File: src/rtl/mem_wb_stage.sv
// -----------------------------------------------------------------------------
// mem_wb_stage
//   MEM->WB pipeline register plus the writeback stage. Captures the MEM-stage
//   control, load data, ALU result, destination register and PC+4, selects the
//   writeback value and drives the register-file write port. Also keeps a
//   retired-instruction counter.
//
// Ports
//   clk          rising-edge clock
//   rst          asynchronous reset, active low
//   *_M          MEM-stage instruction fields (RegWrite, ResultSrc, ReadData,
//                ALUResult, rd, PCPlus4, Valid)
//   Stall_W      hold every WB register this cycle
//   Flush_W      load a bubble into WB this cycle (wins over Stall_W)
//   RegWrite_W   register-file write enable (never asserted for x0)
//   rd_W         register-file write address
//   Result_W     register-file write data / forwarding value
//   Valid_W      WB holds a real instruction
//   InstRet      retired-instruction count (wraps silently)
// -----------------------------------------------------------------------------
module mem_wb_stage #(
    parameter int XLEN  = 32,
    parameter int CNT_W = 64
) (
    input  logic             clk,
    input  logic             rst,
    input  logic             RegWrite_M,
    input  logic [1:0]       ResultSrc_M,
    input  logic [XLEN-1:0]  ReadData_M,
    input  logic [XLEN-1:0]  ALUResult_M,
    input  logic [4:0]       rd_M,
    input  logic [XLEN-1:0]  PCPlus4_M,
    input  logic             Valid_M,
    input  logic             Stall_W,
    input  logic             Flush_W,
    output logic             RegWrite_W,
    output logic [4:0]       rd_W,
    output logic [XLEN-1:0]  Result_W,
    output logic             Valid_W,
    output logic [CNT_W-1:0] InstRet
);

    logic             valid_q,     valid_d;
    logic             regwrite_q,  regwrite_d;
    logic [1:0]       src_q,       src_d;
    logic [XLEN-1:0]  read_data_q, read_data_d;
    logic [XLEN-1:0]  alu_q,       alu_d;
    logic [4:0]       rd_q,        rd_d;
    logic [XLEN-1:0]  pc4_q,       pc4_d;
    logic [CNT_W-1:0] instret_q,   instret_d;

    // An instruction leaves WB whenever it is valid and not held. A flush on
    // the same edge only replaces what follows it, so it still retires.
    logic retire;
    assign retire = valid_q & ~Stall_W;

    always_comb begin
        valid_d     = valid_q;
        regwrite_d  = regwrite_q;
        src_d       = src_q;
        read_data_d = read_data_q;
        alu_d       = alu_q;
        rd_d        = rd_q;
        pc4_d       = pc4_q;
        if (Flush_W) begin
            valid_d     = 1'b0;
            regwrite_d  = 1'b0;
            src_d       = 2'b00;
            read_data_d = '0;
            alu_d       = '0;
            rd_d        = 5'd0;
            pc4_d       = '0;
        end else if (!Stall_W) begin
            valid_d     = Valid_M;
            // Bubbles from MEM must never write, whatever their RegWrite bit.
            regwrite_d  = RegWrite_M & Valid_M;
            src_d       = ResultSrc_M;
            read_data_d = ReadData_M;
            alu_d       = ALUResult_M;
            rd_d        = rd_M;
            pc4_d       = PCPlus4_M;
        end
        instret_d = instret_q + {{(CNT_W-1){1'b0}}, retire};
    end

    always_ff @(posedge clk or negedge rst) begin
        if (!rst) begin
            valid_q     <= 1'b0;
            regwrite_q  <= 1'b0;
            src_q       <= 2'b00;
            read_data_q <= '0;
            alu_q       <= '0;
            rd_q        <= 5'd0;
            pc4_q       <= '0;
            instret_q   <= '0;
        end else begin
            valid_q     <= valid_d;
            regwrite_q  <= regwrite_d;
            src_q       <= src_d;
            read_data_q <= read_data_d;
            alu_q       <= alu_d;
            rd_q        <= rd_d;
            pc4_q       <= pc4_d;
            instret_q   <= instret_d;
        end
    end

    // Result select works only on registered fields, so nothing from the MEM
    // inputs reaches the WB outputs combinationally. Code 11 aliases ALU.
    always_comb begin
        case (src_q)
            2'b01:   Result_W = read_data_q;
            2'b10:   Result_W = pc4_q;
            default: Result_W = alu_q;
        endcase
    end

    assign Valid_W    = valid_q;
    assign rd_W       = rd_q;
    assign RegWrite_W = regwrite_q & valid_q & (rd_q != 5'd0);
    assign InstRet    = instret_q;

endmodule

File: config.mk
export PLATFORM = sky130hd
export DESIGN_NAME = mem_wb_stage
export DESIGN_NICKNAME = d
export VERILOG_FILES = /design/src/rtl/mem_wb_stage.sv
export SDC_FILE = /design/constraint.sdc
export NUM_CORES = 1
export LEC_CHECK = 0
export BUFFER_PORTS_ARGS = -buffer_cell sky130_fd_sc_hd__buf_2
export CORE_ASPECT_RATIO = 1.25
export CORE_MARGIN = 2
export CORE_UTILIZATION = 39
export CTS_CLUSTER_SIZE = 20
export DETAILED_ROUTE_END_ITERATION = 7
export PLACE_DENSITY = 0.69
export SETUP_SLACK_MARGIN = 0.15
export SLEW_MARGIN = 10
export SYNTH_ARGS = -nofsm -noshare
export SYNTH_HDL_FRONTEND = slang
export SYNTH_SLANG_ARGS = --single-unit
File: constraint.sdc
create_clock -name clk -period 1.9 [get_ports clk]
set_input_delay 0.095 -clock clk [delete_from_list [all_inputs] [get_ports clk]]
set_output_delay 0.095 -clock clk [all_outputs]
set_load 0.005 [all_outputs]
=== Word-level counts from Yosys, hierarchy flattened ===
Index checks and enable logic that the tools add are counted.

* Add/sub/neg operators: 1
* $mul: 0
* Div/mod/pow operators: 0
* $lt $le $gt $ge: 0
* Equal/unequal tests: 3
* Shift operators: 0
* Muxes and demuxes: 15
* Bitwise operators: 5
* Reduce and logical (&&, ||, !) cells: 1

{| class="wikitable"
|+ Operator list
! kind !! count
|-
| $mux 32 || 6
|-
| $add 64x1->64 || 1
|-
| $pmux 32 s2 || 1
|-
| $mux 5 || 2
|-
| $reduce_bool 5->1 || 1
|-
| $and 1x1->1 || 4
|-
| $mux 1 || 4
|-
| $mux 2 || 2
|-
| $eq 2x1->1 const B || 1
|-
| $eq 2x2->1 const B || 1
|-
| $ne 2x1->1 const B || 1
|-
| $not 1->1 || 1
|}

* Register bits: 169
* Latch bits: 0
* Memory bits (writable): 0
* Memory bits (read-only): 0
* Input bits: 109
* Output and inout bits: 103
* Word-level logic and storage cells: 33
* Memories kept: 0

=== Longest topological paths before layout ===
* Depth after elaboration: 3
* Depth in mapped cells: 12
* Depth with buffers taken out: 8

=== Least setup slack after synthesis ===
OpenSTA, ideal clock, no wires.

* Path type: in2reg
* From: in Stall_W
* To: reg instret_q[58] (netlist: InstRet[58])
* Library setup time: 79 ps
* Arrival: 2504 ps
* Data required time: 1821 ps
* Slack: -683 ps
* Stages on the path: 12
* Buffers on the path: 4
* Path through: clkbuf_1 -> buf_1 -> buf_1 -> nor2b_1 -> ha_1 -> ha_1 -> nand3_1 -> nor2_1 -> clkbuf_1 -> nand4_1 -> nor3b_1 -> xor2_1

* Word-level cells in the longest chain between the ends: 3

{| class="wikitable"
|+ RTL lines
! item !! RTL line !! RTL
|-
| from (decl) || 34 || <nowiki>input logic Stall_W,</nowiki>
|-
| $not 1->1 || 55 || <nowiki>assign retire = valid_q & ~Stall_W;</nowiki>
|-
| $and 1x1->1 || 55 ||
|-
| $add 64x1->64 || 83 || <nowiki>instret_d = instret_q + {{(CNT_W-1){1'b0}}, retire};</nowiki>
|-
| named net instret_d[58] || 50 || <nowiki>logic [CNT_W-1:0] instret_q, instret_d;</nowiki>
|-
| to (signal assigned) || 104 || <nowiki>instret_q <= instret_d;</nowiki>
|-
| to (decl) || 50 ||
|}

The timed path passes the listed nets, and every way through them passes these cells.
A chain may end at the register's enable or synchronous reset.

=== Worst setup path in the final report ===
* From: reg valid_q (netlist: Valid_W)
* To: reg instret_q[48] (netlist: InstRet[48])

* Word-level cells in the longest chain between the ends: 2

{| class="wikitable"
|+ RTL lines
! item !! RTL line !! RTL
|-
| from (decl) || 43 || <nowiki>logic valid_q, valid_d;</nowiki>
|-
| from (signal assigned) || 97 || <nowiki>valid_q <= valid_d;</nowiki>
|-
| $and 1x1->1 || 55 ||
|-
| $add 64x1->64 || 83 ||
|-
| named net instret_d[48] || 50 ||
|}

The timed path passes the listed nets, and every way through them passes these cells.

==> results.ini <==
[floorplan]
io_pins=212
die_area_sq_um=20900
die-height_um=161
num_rows=57
core_area_sq_um=19400
initial_core_util=0.398
die_w_um=130

[timing]
setup_violations=19
fmax_mhz=506
fin_hold_ws_ns=0.0339
fin_crit_ns=1.97
clock_skew_ns=0.00727
hold_viol=0
finalCritPeriodShare=1.04
rsz0062_at_grt=yes
worstMarginPinSlew_ns=0.839
slew_headroom=0.440
drv_slew=0
setup_ws_ns=-0.0744

[synthesis]
synth_edf_count=0
syn-num-nets=838
synth-compound-area-share=0.0548
synth-seq-area-share=0.548
synth_top_family_by_area=simple AND/OR/NAND/NOR gates
synthSimpleGateAreaFrac=0.162
synthAdderAreaFrac=0.00648
synthMuxAreaShare=0.134
syn_inst=725
ys_types=32
synth_ff_type=dfrtp_1
ys_warn_count=0
synth-seq-cells=169
async_reset_ff_frac=1.00
synth.avg_cell_area_sq_um=10.6
netlist_area_sq_um=7720
synthXorXnorAreaFrac=0.0703

[hold_path]
holdCritPathClass=in2reg
whs_path_depth=3

[pwr]
ir_worst_vdd_mv=0.535
powerDensity_nw_per_um2=710
p_leak_nw=6.21

[setup_path]
end_kind=flip-flop
crit_path_top_delay_cell=dfrtp_1
crit_buf_inv=3
cp.arrival_ns=2.33
cp_max_fo=6
start_kind=flip-flop
max_stage_delay_ns=0.35
crit_chain=nor2b_4 > ha_4 > buf_6 > ha_4 > nand3_4 > nor2_4 > buf_6 > buf_6 > nand3_4 > nor4_4 > xor2_1
critPathKind=reg2reg
path_delay_family=simple AND/OR/NAND/NOR gates
cpMostUsedCell=buf_6
r2r_cells=11
crit_required_ns=2.25
crit_cells=11

[final_layout]
area_delta_synth_final_pct=57.8
nFillCells=1543
regArea_sq_um=4230
diodes=0
drive_above_1_share=0.374
multi_input_area_sq_um=3880
final_nets=1219

[place]
dpl_worst_slack_ns=-0.137
routabilityCongestion=0.816
hpwlAfterDp_um=13600
numPortBuffers=211

[cts]
htreeDepth=4
clk_pin_slew_ns=0.07
clockRootBuffer=clkbuf_16
cts.path.max_buffers=2
cts_buffers=17
cts_tree=built
numClockSinks=169
clkLatencyLatePin_ns=0.42

[global_routing]
grt_overflow_total=0
track_usage=0.222
grt_pass1_wl_um=36500
grt_antenna_before_repair=0
grt_max_degree=107
grt_pass1_vias=7179

[run]
max_cap_violations=0

[routing]
wl_um=23600
drc_errors=0
drt_iter0_drc=342
avgViaCountPerCell=5.06
ant_nets=0
vias=6994
wl_per_cell_um=17.1
drt_pass1_iterations=4

[status]
status=complete, but fails checks
violations=setup timing

==> flip-flops by register name, summed over array words and instances, names as in the netlist <==
signal and cells:
src_q 2, regwrite_q 1, read_data_q 32, alu_q 32, pc4_q 32, Valid_W 1, InstRet 64, rd_W 5
==> tightest hold or removal path, cell delays in order <==
cell and delay (ns):
buf_6 0.09, nor2b_4 0.04, ha_4 0.20
==> cells in the mapped netlist, types with 3 or more instances <==
| cell type | n | area share |
|---|---|---|
| o21ai_0 | 32 | 0.021 |
| clkbuf_1 | 31 | 0.015 |
| ha_1 | 4 | 0.0065 |
| nand3_1 | 24 | 0.016 |
| and3_1 | 6 | 0.0049 |
| xnor2_1 | 37 | 0.042 |
| and4_1 | 6 | 0.0068 |
| nor2_1 | 123 | 0.060 |
| nor3_1 | 14 | 0.0091 |
| or3_1 | 3 | 0.0024 |
| nand4_1 | 22 | 0.018 |
| xor2_1 | 25 | 0.028 |
| mux2i_1 | 103 | 0.13 |
| dfrtp_1 | 169 | 0.55 |
| nand2_1 | 55 | 0.027 |
| a22oi_1 | 33 | 0.032 |
| buf_1 | 11 | 0.0053 |
| inv_1 | 8 | 0.0039 |
==> cells by family after synthesis <==
| kind of cell | after synthesis |
|---|---|
| AO/OA/AOI/OAI | 67 |
| XOR/XNOR | 62 |
| adder cells (fa/ha/maj) | 4 |
| buffers and inverters | 51 |
| flip-flops | 169 |
| multiplexers | 103 |
| AND/OR/NAND/NOR | 269 |
==> layout make-up <==
cell class                      count  share of cell area
Clock buffer                       19              0.0363
Multi-Input combinational cell    505               0.319
Timing Repair Buffer              405               0.256
Sequential cell                   169               0.347
Tap cell                          265              0.0272
Inverter                            8             0.00246
Clock inverter                     12              0.0118
==> per-layer routing <==
metal / vias to the layer above / share of wire / global-route usage
li1: 3266 / - / -
met1: 3442 / 0.39 / 0.261
met2: 239 / 0.52 / 0.391
met3: 47 / 0.063 / 0.0553
met4: 0 / 0.025 / 0.0787
met5: - / 0 / 0
==> through the flow <==
step	setup TNS [ns]	instances	area, sq um	utilization	total power [W]
after floorplan	-3.96	725	7890	-	0.00436
after global placement	-0.590	1215	9590	0.494	0.00484
after detailed placement	-2.43	1215	9590	0.494	0.00486
after CTS	-0.190	1371	11900	0.613	0.00869
after global routing	-3.68	1383	12200	0.628	0.00902
final	-0.619	1383	12200	0.628	0.00865
==> worst paths after layout <==
path / startpoint / to / slack (ns)
setup / recovery: Valid_W / InstRet[48] / -0.07
hold / removal: Stall_W / InstRet[0] / 0.03
setup reg to reg: Valid_W / InstRet[48] / -0.07
hold reg to reg: InstRet[63] / InstRet[63] / 0.48
max in group asynchronous: rst / InstRet[11] / 1.11
min in group asynchronous: rst / InstRet[49] / 0.12
==> cell usage in the layout (no fill, tap or decap), types with 10 or more instances in the layout <==
master,netlist,final
buf_12,0,11
xnor2_1,37,33
buf_6,0,15
buf_2,1,208
mux2i_1,103,103
o21ai_1,0,30
nand3_1,24,14
dlygate4sd3_1,0,105
a22oi_2,0,32
nand2_1,55,54
nor3_4,1,10
clkbuf_16,0,18
dfrtp_1,169,169
buf_4,0,56
nand4_1,22,22
nor2_1,123,113
xor2_1,25,25
==> where the power goes <==
group / switching (W) / internal [W] / total (W)
sequential: 0.000131 / 0.00377 / 0.00390
clock: 0.00150 / 0.00199 / 0.00348
combinational: 0.000604 / 0.000663 / 0.00127
total: 0.00223 / 0.00641 / 0.00865
==> what timing repair did <==
item,in CTS,in global routing
cloned,5,1
hold buffers,105,0
buffers inserted,15,11
setup endpoints to repair,81,84
pin swaps,23,52
resized for setup,108,46
hold endpoints to repair,273,0
(Power assumes the default switching activity.)
